File: src/rtl/cache_ctrl.sv
// -----------------------------------------------------------------------------
// cache_ctrl
// Direct-mapped, 4-line cache controller sitting in front of a 4 x DATA_W data
// store. Tag/valid state lives here; line data lives in the external store.
// Write-through, no-write-allocate. Misses are serviced from main memory and
// filled into the store. Hit and miss lookups are counted with saturation.
//
// Ports
//   clock, i_rst                 clock, synchronous active-high reset
//   req_*                        CPU request channel (accepted only in IDLE)
//   resp_*                       CPU response channel (valid/ready)
//   st_address/st_data/st_rden/st_wren, st_q
//                                data store pins; st_q is combinational
//                                from st_address
//   mem_req/mem_we/mem_addr/mem_wdata, mem_ack/mem_rdata
//                                main memory; request held until mem_ack
//   hit_count, miss_count        saturating lookup statistics
//
// state    | meaning
// ---------+------------------------------------------------------------------
// IDLE     | ready for a request; request fields captured on req_valid
// LOOKUP   | tag compare against store index; write-hit updates the store
// MEM_RD   | read miss, waiting for main memory data
// FILL     | write fetched line into the store, update tag/valid
// MEM_WR   | write-through to main memory
// RESP     | response presented until the CPU accepts it
// -----------------------------------------------------------------------------
module cache_ctrl #(
    parameter int TAG_W  = 6,
    parameter int DATA_W = 36,
    parameter int CNT_W  = 16
) (
    input  logic                clock,
    input  logic                i_rst,

    input  logic                req_valid,
    output logic                req_ready,
    input  logic                req_we,
    input  logic [TAG_W+1:0]    req_addr,
    input  logic [DATA_W-1:0]   req_wdata,

    output logic                resp_valid,
    input  logic                resp_ready,
    output logic [DATA_W-1:0]   resp_rdata,

    output logic [1:0]          st_address,
    output logic [DATA_W-1:0]   st_data,
    output logic                st_rden,
    output logic                st_wren,
    input  logic [DATA_W-1:0]   st_q,

    output logic                mem_req,
    output logic                mem_we,
    output logic [TAG_W+1:0]    mem_addr,
    output logic [DATA_W-1:0]   mem_wdata,
    input  logic                mem_ack,
    input  logic [DATA_W-1:0]   mem_rdata,

    output logic [CNT_W-1:0]    hit_count,
    output logic [CNT_W-1:0]    miss_count
);

    localparam logic [2:0] S_IDLE   = 3'd0;
    localparam logic [2:0] S_LOOKUP = 3'd1;
    localparam logic [2:0] S_MEM_RD = 3'd2;
    localparam logic [2:0] S_FILL   = 3'd3;
    localparam logic [2:0] S_MEM_WR = 3'd4;
    localparam logic [2:0] S_RESP   = 3'd5;

    logic [2:0]         r_state;
    logic [3:0]         r_valid;
    logic [TAG_W-1:0]   r_tag [4];
    logic               r_req_we;
    logic [TAG_W+1:0]   r_req_addr;
    logic [DATA_W-1:0]  r_req_wdata;
    logic [DATA_W-1:0]  r_fill_data;
    logic [DATA_W-1:0]  r_resp_rdata;
    logic [CNT_W-1:0]   r_hit_cnt;
    logic [CNT_W-1:0]   r_miss_cnt;

    logic [1:0]         w_idx;
    logic [TAG_W-1:0]   w_tag;
    logic               w_hit;

    assign w_idx = r_req_addr[1:0];
    assign w_tag = r_req_addr[TAG_W+1:2];
    assign w_hit = r_valid[w_idx] && (r_tag[w_idx] == w_tag);

    always_ff @(posedge clock) begin
        if (i_rst) begin
            r_state      <= S_IDLE;
            r_valid      <= '0;
            for (int i = 0; i < 4; i++) begin
                r_tag[i] <= '0;
            end
            r_req_we     <= 1'b0;
            r_req_addr   <= '0;
            r_req_wdata  <= '0;
            r_fill_data  <= '0;
            r_resp_rdata <= '0;
            r_hit_cnt    <= '0;
            r_miss_cnt   <= '0;
        end else begin
            case (r_state)
                S_IDLE: begin
                    if (req_valid) begin
                        r_req_we    <= req_we;
                        r_req_addr  <= req_addr;
                        r_req_wdata <= req_wdata;
                        r_state     <= S_LOOKUP;
                    end
                end

                S_LOOKUP: begin
                    // Counters stick at all-ones rather than wrapping.
                    if (w_hit) begin
                        if (r_hit_cnt != '1) begin
                            r_hit_cnt <= r_hit_cnt + CNT_W'(1);
                        end
                    end else begin
                        if (r_miss_cnt != '1) begin
                            r_miss_cnt <= r_miss_cnt + CNT_W'(1);
                        end
                    end

                    if (r_req_we) begin
                        r_state <= S_MEM_WR;
                    end else if (w_hit) begin
                        r_resp_rdata <= st_q;
                        r_state      <= S_RESP;
                    end else begin
                        r_state <= S_MEM_RD;
                    end
                end

                S_MEM_RD: begin
                    if (mem_ack) begin
                        r_fill_data <= mem_rdata;
                        r_state     <= S_FILL;
                    end
                end

                S_FILL: begin
                    // Any previous occupant is simply overwritten: memory
                    // already holds its data because every write goes through.
                    r_valid[w_idx] <= 1'b1;
                    r_tag[w_idx]   <= w_tag;
                    r_resp_rdata   <= r_fill_data;
                    r_state        <= S_RESP;
                end

                S_MEM_WR: begin
                    if (mem_ack) begin
                        r_resp_rdata <= '0;
                        r_state      <= S_RESP;
                    end
                end

                S_RESP: begin
                    if (resp_ready) begin
                        r_state <= S_IDLE;
                    end
                end

                default: begin
                    r_state <= S_IDLE;
                end
            endcase
        end
    end

    always_comb begin
        req_ready  = 1'b0;
        resp_valid = 1'b0;
        st_address = 2'd0;
        st_data    = '0;
        st_rden    = 1'b0;
        st_wren    = 1'b0;
        mem_req    = 1'b0;
        mem_we     = 1'b0;
        mem_addr   = '0;
        mem_wdata  = '0;

        case (r_state)
            S_IDLE: begin
                req_ready = 1'b1;
            end

            S_LOOKUP: begin
                st_address = w_idx;
                st_rden    = 1'b1;
                // Write hit keeps the cached copy coherent with the
                // write-through value; write miss does not allocate.
                if (r_req_we && w_hit) begin
                    st_wren = 1'b1;
                    st_data = r_req_wdata;
                end
            end

            S_MEM_RD: begin
                mem_req  = 1'b1;
                mem_addr = r_req_addr;
            end

            S_FILL: begin
                st_address = w_idx;
                st_wren    = 1'b1;
                st_data    = r_fill_data;
            end

            S_MEM_WR: begin
                mem_req   = 1'b1;
                mem_we    = 1'b1;
                mem_addr  = r_req_addr;
                mem_wdata = r_req_wdata;
            end

            S_RESP: begin
                resp_valid = 1'b1;
            end

            default: begin
                req_ready = 1'b0;
            end
        endcase
    end

    assign resp_rdata = r_resp_rdata;
    assign hit_count  = r_hit_cnt;
    assign miss_count = r_miss_cnt;

endmodule
File: config.mk
export PLATFORM = sky130hd
export DESIGN_NAME = cache_ctrl
export DESIGN_NICKNAME = d
export VERILOG_FILES = /design/src/rtl/cache_ctrl.sv
export SDC_FILE = /design/constraint.sdc
export NUM_CORES = 1
export LEC_CHECK = 0
export ABC_AREA = 1
export CORE_MARGIN = 2
export CORE_UTILIZATION = 52
export CTS_BUF_LIST = sky130_fd_sc_hd__clkbuf_8
export DETAILED_ROUTE_END_ITERATION = 8
export GPL_ROUTABILITY_DRIVEN = 0
export PLACE_DENSITY = 0.88
export SYNTH_ARGS = -nofsm -noshare
export SYNTH_HDL_FRONTEND = slang
export SYNTH_SLANG_ARGS = --single-unit
File: constraint.sdc
create_clock -name clock -period 3.9 [get_ports clock]
set_clock_uncertainty 0.05 [all_clocks]
set_input_delay 0.39 -clock clock [delete_from_list [all_inputs] [get_ports clock]]
set_output_delay 0.39 -clock clock [all_outputs]
set_load 0.02 [all_outputs]
==> impl_metrics.json, run 1 <==
{
  "post_drt_wl_per_cell_um": 17.2,
  "synthDominantCellAreaShare_pct": 36.2,
  "cap_violations": 0,
  "htree_levels": 4,
  "first_global_vias": 8608,
  "areaGrowthSynthToFinish_pct": 37.6,
  "track_usage_pct": 33.4,
  "clk_pin_slew_ps": 90,
  "remaining_drc_errors": 0,
  "worst_slack_ps": 295,
  "met3_usage_pct": 7.34,
  "syn_area_mm2": 0.00873,
  "rows": 47,
  "cp-start-kind": "register",
  "grt_pass1_wl_um": 46300,
  "synth_nets": 1406,
  "tightestPinTransition_ps": 990,
  "synth_edf_count": 24,
  "die_x_um": 134,
  "die_y_um": 134,
  "antenna_found_initial": 6,
  "rsz0062_at_grt": "false",
  "status": "finished, final reports clean",
  "clock.fmax_ghz": 0.277,
  "max_stage_delay_ps": 640,
  "period_needed_ps": 3610,
  "cts_made_buffers": 17,
  "slowest_stage": "clkdlybuf4s50_1",
  "setup_tns_ps": 0,
  "power-per-cell-area_mw_per_mm2": 442,
  "viasPerCell": 5.40,
  "hold_class": "register to register",
  "cp_cell_sequence": "inv_2 > nand2_1 > nand3_1 > nand3_1 > nand2_1 > nor2_1 > nand3_1 > nor2_1 > nand3_1 > buf_4 > o21ai_0 > clkdlybuf4s50_1",
  "async_reset_ff_share_pct": 0,
  "critPathArrivalTime_ps": 3170,
  "ctsRootBufferMaster": "clkbuf_8",
  "leakage_uw": 0.00473,
  "dieArea_mm2": 0.0178,
  "drv_slew": 0,
  "first_pass_iters": 7,
  "layout.nets": 1644,
  "yosysSeqAreaShare_pct": 44.5,
  "crit_path_end_kind": "output pin",
  "tritoncts": "built",
  "cts.sinks": 182,
  "placed_cell_area_mm2": 0.0116,
  "synth_seq_cells": 182,
  "fillCellCount": 1328,
  "top_usage_layer": "met2",
  "yosysMostFrequentCell": "nand2_1",
  "hold_violations": 0,
  "synth_area_leaders": "dfxtp_1 (36%), nand2_1 (12%), edfxtp_1 (8.3%)",
  "vias": 9486,
  "clk_latency_ps": 480,
  "initial_core_util_pct": 52.8,
  "relSlewSlack_pct": 33.9,
  "core-area_mm2": 0.0165,
  "hold_buffers": 0,
  "fin_crit_sh_pct": 92.4,
  "ant_nets": 0,
  "yosys.cell_types.count": 27,
  "peakVddDrop_uv": 272,
  "clk_path_buf_depth": 2,
  "cpMostUsedCell": "nand3_1",
  "syn_avg_cell_area_um2": 6.81,
  "drt_iter0_drc": 948,
  "use_met1_pct": 40.3,
  "wirelength_um": 30200,
  "syn_inst": 1282,
  "crit_fanout": 35,
  "setup_viol": 0,
  "yosys-top-cells-count": "nand2_1 (280), nor2_1 (177), dfxtp_1 (158)",
  "grt_max_degree": 110,
  "cp_data_required_time_ps": 3460,
  "stdcell_area_mm2": 0.0120,
  "portBuffers": 277,
  "gr-usage-met2_pct": 54.9,
  "yosys_warnings": 0,
  "synth_top_cell_by_area": "dfxtp_1",
  "critPathKind": "register to output pin",
  "synth_ff_type": "dfxtp_1",
  "overflow": 0,
  "place_ws_ps": 683,
  "hpwl_um": 22100,
  "drive_gt1_share_pct": 3.72,
  "ios": 278
}
==> layout by cell type, fill, tap and decap left out <==
cell	n
a211oi_1	1
a21oi_1	115
buf_12	2
buf_4	9
bufinv_16	1
clkbuf_8	19
clkdlybuf4s50_1	277
clkinv_1	1
clkinv_2	3
clkinv_4	3
clkinvlp_4	3
dfxtp_1	157
dfxtp_2	1
diode_2	5
edfxtp_1	24
ha_1	2
inv_1	152
inv_2	4
inv_4	2
inv_6	1
inv_8	1
nand2_1	279
nand2_2	2
nand3_1	100
nand3_2	2
nand3b_1	2
nand4_1	21
nor2_1	177
nor2_2	1
nor2_4	3
nor3_1	14
nor4_1	4
o211ai_1	1
o21ai_0	124
xnor2_1	4
xor2_1	21
==> layout make-up <==
| cell class | count | area, um2 | area share [%] |
|---|---|---|---|
| Antenna cell | 5 | 12.5 | 0.104 |
| Inverter | 158 | 594 | 4.95 |
| Multi-Input combinational cell | 873 | 3980 | 33.1 |
| Tap cell | 220 | 275 | 2.29 |
| Timing Repair Buffer | 288 | 2880 | 24.0 |
| Sequential cell | 182 | 3880 | 32.3 |
| Clock inverter | 13 | 121 | 1.01 |
| Clock buffer | 19 | 262 | 2.18 |
==> logic make-up after synthesis <==
group,Yosys count,share of synthesized area (%)
fa+ha+maj,2,0.287
flops,182,44.5
simple gates,605,28.8
compound gates,241,13.9
xor+xnor,25,2.51
buf+inv,227,10.0
==> final timing paths <==
| path | start | to | slack [ps] | cells after the start |
|---|---|---|---|---|
| max | register | st_data[6] | 290 | 12 |
| min | r_fill_data[14] | r_fill_data[14] | 400 | 2 |
| max reg2reg | hit_count[1] | hit_count[7] | 1220 | 7 |
| min reg2reg | r_fill_data[14] | r_fill_data[14] | 400 | 2 |
==> registers in the layout, indices dropped and copies added (netlist names), named ones only <==
signal       count
r_fill_data     36
r_req_wdata     36
resp_rdata      36
r_tag           24
hit_count       16
miss_count      16
r_req_addr       8
r_valid          4
r_state          3
r_req_we         1
==> timing repair <==
item,4_1_cts,5_1_grt
buffers inserted,0,0
setup endpoints to repair,0,36
resized for setup,0,1
==> stage by stage <==
| step | hold slack, ps | cells | util, % | total power (uW) |
|---|---|---|---|---|
| final | 399 | 1758 | 72.7 | 5310 |
| after global routing | 418 | 1758 | 72.7 | 5590 |
| after CTS | 400 | 1753 | 72.6 | 5310 |
| after detailed placement | 387 | 1721 | 70.3 | 4070 |
| after global placement | 382 | 1721 | 70.3 | 4020 |
| after floorplan | 374 | 1282 | - | 3350 |
==> power by group <==
part,switching [uW],leakage [uW],internal (uW)
sequential,150,0.00154,2170
clock,710,0.000191,545
combinational,1090,0.00300,643
total,1950,0.00473,3360
==> layer usage <==
layer	up-vias	share of wire, %
met5	-	0.043
met4	2	5.9
met3	91	8.8
met2	519	47
met1	4294	38
li1	4580	-
==> critical path, delay by kind of cell (launching register included) <==
family | cells | cell delay (ps)
AO/OA/AOI/OAI | 1 | 250
AND/OR/NAND/NOR | 8 | 920
buffers and inverters | 3 | 1070
flip-flops | 1 | 470
(Power assumes the default switching activity.)
==> run 2: changes to the inputs <==
--- a/config.mk
+++ b/config.mk
@@ -11,7 +11,7 @@
 export CTS_BUF_LIST = sky130_fd_sc_hd__clkbuf_8
 export DETAILED_ROUTE_END_ITERATION = 8
 export GPL_ROUTABILITY_DRIVEN = 0
-export PLACE_DENSITY = 0.88
+export PLACE_DENSITY = 0.95
 export SYNTH_ARGS = -nofsm -noshare
 export SYNTH_HDL_FRONTEND = slang
 export SYNTH_SLANG_ARGS = --single-unit
==> impl_metrics.json, run 2 (same netlist as run 1, synthesis figures left out) <==
{
  "vias": 9651,
  "leakage_uw": 0.00475,
  "top_usage_layer": "met2",
  "worst_slack_ps": 240,
  "hold_violations": 0,
  "clk_pin_slew_ps": 90,
  "crit_fanout": 35,
  "critPathTopFamily": "buffers and inverters",
  "layout_commonest_cell": "nand2_1",
  "portBuffers": 277,
  "cts_made_buffers": 17,
  "slowest_stage": "clkdlybuf4s50_1",
  "seqPwrFrac_pct": 43.0,
  "drive_gt1_share_pct": 3.72,
  "cp_num_cells": 12,
  "hpwl_um": 22100,
  "gr-usage-met2_pct": 56.2,
  "power_frac_comb_pct": 32.4,
  "overflow": 0,
  "sw_frac_of_total_pct": 36.0,
  "dieArea_mm2": 0.0178,
  "relSlewSlack_pct": 34.1,
  "htree_levels": 4,
  "rsz0062_at_grt": "false",
  "antenna_found_initial": 4,
  "first_global_vias": 8864,
  "max_stage_delay_ps": 650,
  "final_cell_mix": "nand2_1 (279), clkdlybuf4s50_1 (277), nor2_1 (177), dfxtp_1 (157), inv_1 (153)",
  "peakVddDrop_uv": 265,
  "initial_core_util_pct": 52.8,
  "crit_end": "st_data[34]",
  "critPathArrivalTime_ps": 3220,
  "clock.fmax_ghz": 0.273,
  "cts.sinks": 182,
  "crit_path_end_kind": "output pin",
  "finalPower_uw": 5400,
  "fillCellCount": 1221,
  "power-per-cell-area_mw_per_mm2": 448,
  "clk_latency_ps": 470,
  "setup_tns_ps": 0,
  "track_usage_pct": 33.7,
  "clk_path_buf_depth": 2,
  "fin_crit_sh_pct": 93.8,
  "first_pass_iters": 7,
  "die_x_um": 134,
  "met3_usage_pct": 7.95,
  "grt_max_degree": 91,
  "core-area_mm2": 0.0165,
  "p_clk_share_pct": 24.7,
  "cp_cell_sequence": "inv_2 > nand2_1 > nand3_1 > nand2_1 > nand2_1 > nand2_1 > nand3_1 > nor2_1 > nand3_1 > buf_4 > o21ai_0 > clkdlybuf4s50_1",
  "drt_iter0_drc": 976,
  "use_met1_pct": 38.8,
  "ctsRootBufferMaster": "clkbuf_8",
  "rows": 47,
  "rrSetupSlack_ps": 1090,
  "regArea_mm2": 0.00388,
  "status": "finished, final reports clean",
  "reg2regPathDepth": 14,
  "post_drt_wl_per_cell_um": 17.3,
  "period_needed_ps": 3660,
  "critPathKind": "register to output pin",
  "areaGrowthSynthToFinish_pct": 37.9,
  "r2r_end": "resp_rdata[29]",
  "place_ws_ps": 694,
  "cp_data_required_time_ps": 3460,
  "remaining_drc_errors": 0,
  "tritoncts": "built",
  "viasPerCell": 5.49,
  "wirelength_um": 30400,
  "layout.nets": 1645,
  "path_buf_inv": 3,
  "grt_pass1_wl_um": 46500,
  "hold_class": "register to register",
  "die_y_um": 134,
  "multi_input_area_mm2": 0.00398,
  "cpMostUsedCell": "nand2_1",
  "cap_violations": 0,
  "ant_nets": 0,
  "setup_viol": 0,
  "switchingPower_uw": 1940,
  "tightestPinTransition_ps": 988,
  "drv_slew": 0,
  "intPower_uw": 3450,
  "cp-start-kind": "register",
  "ios": 278
}
==> run 2: cell count changes in the layout (fill, tap and decap cells not counted), sizes merged <==
cell and delta:
clkinv -1, buf +1, clkinvlp -2, diode -2
bufinv +1, clkbuf +2
==> run 2: metal layers <==
metal / routed length, um / part of all wire [%] / up-vias
met5: 11 / 0.036 / -
li1: - / - / 4577
met4: 2080 / 6.8 / 2
met3: 2650 / 8.7 / 120
met1: 11100 / 36 / 4373
met2: 14600 / 48 / 579
==> run 2: worst min-delay path by stage <==
stage / cells after the start / start / endpoint / slack [ps]
final: 2 / r_fill_data[28] / r_fill_data[28] / 400
after detailed placement: 2 / r_fill_data[28] / r_fill_data[28] / 380
after global routing: 2 / r_fill_data[28] / r_fill_data[28] / 410
after CTS: 2 / r_fill_data[28] / r_fill_data[28] / 400
after floorplan: 2 / r_fill_data[10] / r_fill_data[10] / 370
after global placement: 2 / r_fill_data[21] / r_fill_data[21] / 380
==> run 2: per-stage QoR <==
stage / utilization, % / area [um2] / cells / hold slack, ps
2_1_floorplan: - / 8730 / 1282 / 374
6_report: 72.9 / 12000 / 1757 / 397
5_1_grt: 72.9 / 12000 / 1757 / 414
4_1_cts: 72.8 / 12000 / 1754 / 397
3_3_place_gp: 70.3 / 11600 / 1722 / 380
3_5_place_dp: 70.3 / 11600 / 1722 / 384
==> run 2: repair_timing <==
item,CTS,global route
gates resized for setup,0,1
hold endpoints to repair,0,0
endpoints found under the setup margin,0,35
hold buffers,0,0
buffers inserted,0,0
==> run 2: cell type report <==
cell class | count | area share (%)
Sequential cell | 182 | 32.3
Multi-Input combinational cell | 873 | 33.1
Timing Repair Buffer | 289 | 24.0
Antenna cell | 3 | 0.0623
Inverter | 158 | 4.94
Clock buffer | 21 | 2.40
Tap cell | 220 | 2.29
Clock inverter | 11 | 1.02
==> run 2: power groups by stage <==
stage / sequential, uW / combinational [uW] / clock (uW)
3_3_place_gp: 2340 / 1650 / 0
4_1_cts: 2310 / 1720 / 1340
3_5_place_dp: 2350 / 1700 / 0
2_1_floorplan: 2450 / 900 / 0
5_1_grt: 2340 / 1900 / 1410
6_report: 2320 / 1750 / 1330
==> run 2: tightest hold or removal path: cells and delay by family (launching register included) <==
family,cells,cell delay [ps]
flops,1,320
compound gates,1,50
buf+inv,1,50
==> run 3: changes to the inputs <==
--- a/config.mk
+++ b/config.mk
@@ -6,12 +6,14 @@
 export NUM_CORES = 1
 export LEC_CHECK = 0
 export ABC_AREA = 1
+export CAP_MARGIN = 40
 export CORE_MARGIN = 2
 export CORE_UTILIZATION = 52
 export CTS_BUF_LIST = sky130_fd_sc_hd__clkbuf_8
 export DETAILED_ROUTE_END_ITERATION = 8
 export GPL_ROUTABILITY_DRIVEN = 0
 export PLACE_DENSITY = 0.95
+export SLEW_MARGIN = 20
 export SYNTH_ARGS = -nofsm -noshare
 export SYNTH_HDL_FRONTEND = slang
 export SYNTH_SLANG_ARGS = --single-unit
==> impl_metrics.json, run 3 (same netlist as run 1, synthesis figures left out) <==
{
  "final_cell_mix": "nand2_1 (279), clkdlybuf4s50_1 (277), nor2_1 (177), dfxtp_1 (157), inv_1 (153)",
  "drt_iter0_drc": 748,
  "tightestPinTransition_ps": 790,
  "hold_violations": 0,
  "hold_class": "register to register",
  "portBuffers": 277,
  "cp_cell_sequence": "inv_2 > nand2_1 > nand3_1 > nand3_1 > nand2_1 > nor2_1 > nand2_1 > nor2_1 > nand3_1 > buf_4 > o21ai_0 > clkdlybuf4s50_1",
  "clk_latency_ps": 470,
  "max_stage_delay_ps": 640,
  "clock.fmax_ghz": 0.280,
  "fin_crit_sh_pct": 91.4,
  "cp_data_required_time_ps": 3460,
  "die_x_um": 134,
  "status": "finished, final reports clean",
  "antenna_found_initial": 4,
  "overflow": 0,
  "cts.sinks": 182,
  "ctsRootBufferMaster": "clkbuf_8",
  "clk_path_buf_depth": 2,
  "remaining_drc_errors": 0,
  "post_drt_wl_per_cell_um": 17.0,
  "placed_cell_area_mm2": 0.0116,
  "gr-usage-met2_pct": 54.9,
  "ant_nets": 0,
  "cts.repair.resized": 0,
  "setup_viol": 0,
  "grt_max_degree": 91,
  "cts_made_buffers": 17,
  "viasPerCell": 5.46,
  "tritoncts": "built",
  "regArea_mm2": 0.00388,
  "cp-start-kind": "register",
  "setup_tns_ps": 0,
  "die_y_um": 134,
  "critPathArrivalTime_ps": 3130,
  "path_buf_inv": 3,
  "htree_levels": 4,
  "met3_usage_pct": 7.88,
  "areaGrowthSynthToFinish_pct": 38.1,
  "crit_path_end_kind": "output pin",
  "crit_fanout": 35,
  "power-per-cell-area_mw_per_mm2": 445,
  "hold_buffers": 0,
  "critPathTopFamily": "buffers and inverters",
  "ios": 278,
  "peakVddDrop_uv": 313,
  "slowest_stage": "clkdlybuf4s50_1",
  "drive_gt1_share_pct": 3.78,
  "initial_core_util_pct": 52.8,
  "critPathKind": "register to output pin",
  "top_usage_layer": "met2",
  "layout.nets": 1646,
  "rows": 47,
  "multi_input_area_mm2": 0.00398,
  "drv_slew": 0,
  "core-area_mm2": 0.0165,
  "rsz0062_at_grt": "false",
  "cap_violations": 0,
  "dieArea_mm2": 0.0178,
  "vias": 9604,
  "period_needed_ps": 3570,
  "layout_commonest_cell": "nand2_1",
  "grt_pass1_wl_um": 45700,
  "stdcell_area_mm2": 0.0121,
  "first_global_vias": 8745,
  "cts_setup_buffers": 0,
  "relSlewSlack_pct": 47.3,
  "use_met1_pct": 37.7,
  "fillCellCount": 1230,
  "first_pass_iters": 8,
  "clk_pin_slew_ps": 100,
  "leakage_uw": 0.00476,
  "hpwl_um": 22100,
  "track_usage_pct": 33.1,
  "wirelength_um": 30000
}
run 3: cell count changes in the layout (fill, tap and decap cells not counted):
cell	change
clkinv_4	-1
clkinvlp_4	+1
diode_2	+1
clkbuf_8	-1
buf_12	+1
clkinv_2	+1
run 3: through the flow:
stage | hold slack (ps) | worst slack, ps | std cells | power (uW) | util (%)
3_3_place_gp | 380 | 889 | 1722 | 4000 | 70.3
5_1_grt | 413 | 4.52 | 1758 | 5620 | 72.9
2_1_floorplan | 374 | 1450 | 1282 | 3350 | -
4_1_cts | 397 | 196 | 1755 | 5350 | 72.9
6_report | 398 | 335 | 1759 | 5360 | 73.0
3_5_place_dp | 384 | 740 | 1723 | 4060 | 70.5
run 3: metal layers:
layer,vias to the layer above,part of all wire (%)
li1,4579,-
met1,4424,37
met2,493,48
met3,108,8.1
met4,0,7.3
met5,-,0
run 3: report_power, final:
part / switching (uW) / internal, uW
Clock: 696 / 621
Sequential: 149 / 2170
Combinational: 1080 / 648
Total: 1930 / 3440
run 3: final cells by class:
class / count / share of cell area (%)
Multi-Input combinational cell: 873 / 33.0
Sequential cell: 182 / 32.2
Timing Repair Buffer: 290 / 24.1
Inverter: 158 / 4.93
Clock buffer: 20 / 2.28
Tap cell: 220 / 2.28
Clock inverter: 12 / 1.05
Antenna cell: 4 / 0.0830
run 3: worst paths after layout:
path                                   endpoint  slack [ps]            start  cells past startpoint
worst max-delay path                st_data[13]         330         register                     12
worst min-delay path            r_fill_data[28]         400  r_fill_data[28]                      2
worst max register to register   resp_rdata[10]        1240         register                     14
worst min register to register  r_fill_data[28]         400  r_fill_data[28]                      2
run 3: tightest hold or removal path: cells and delay by family, from the launching register on:
kind	cells	cell delay, ps
compound gates	1	50
flops	1	320
buf+inv	1	50
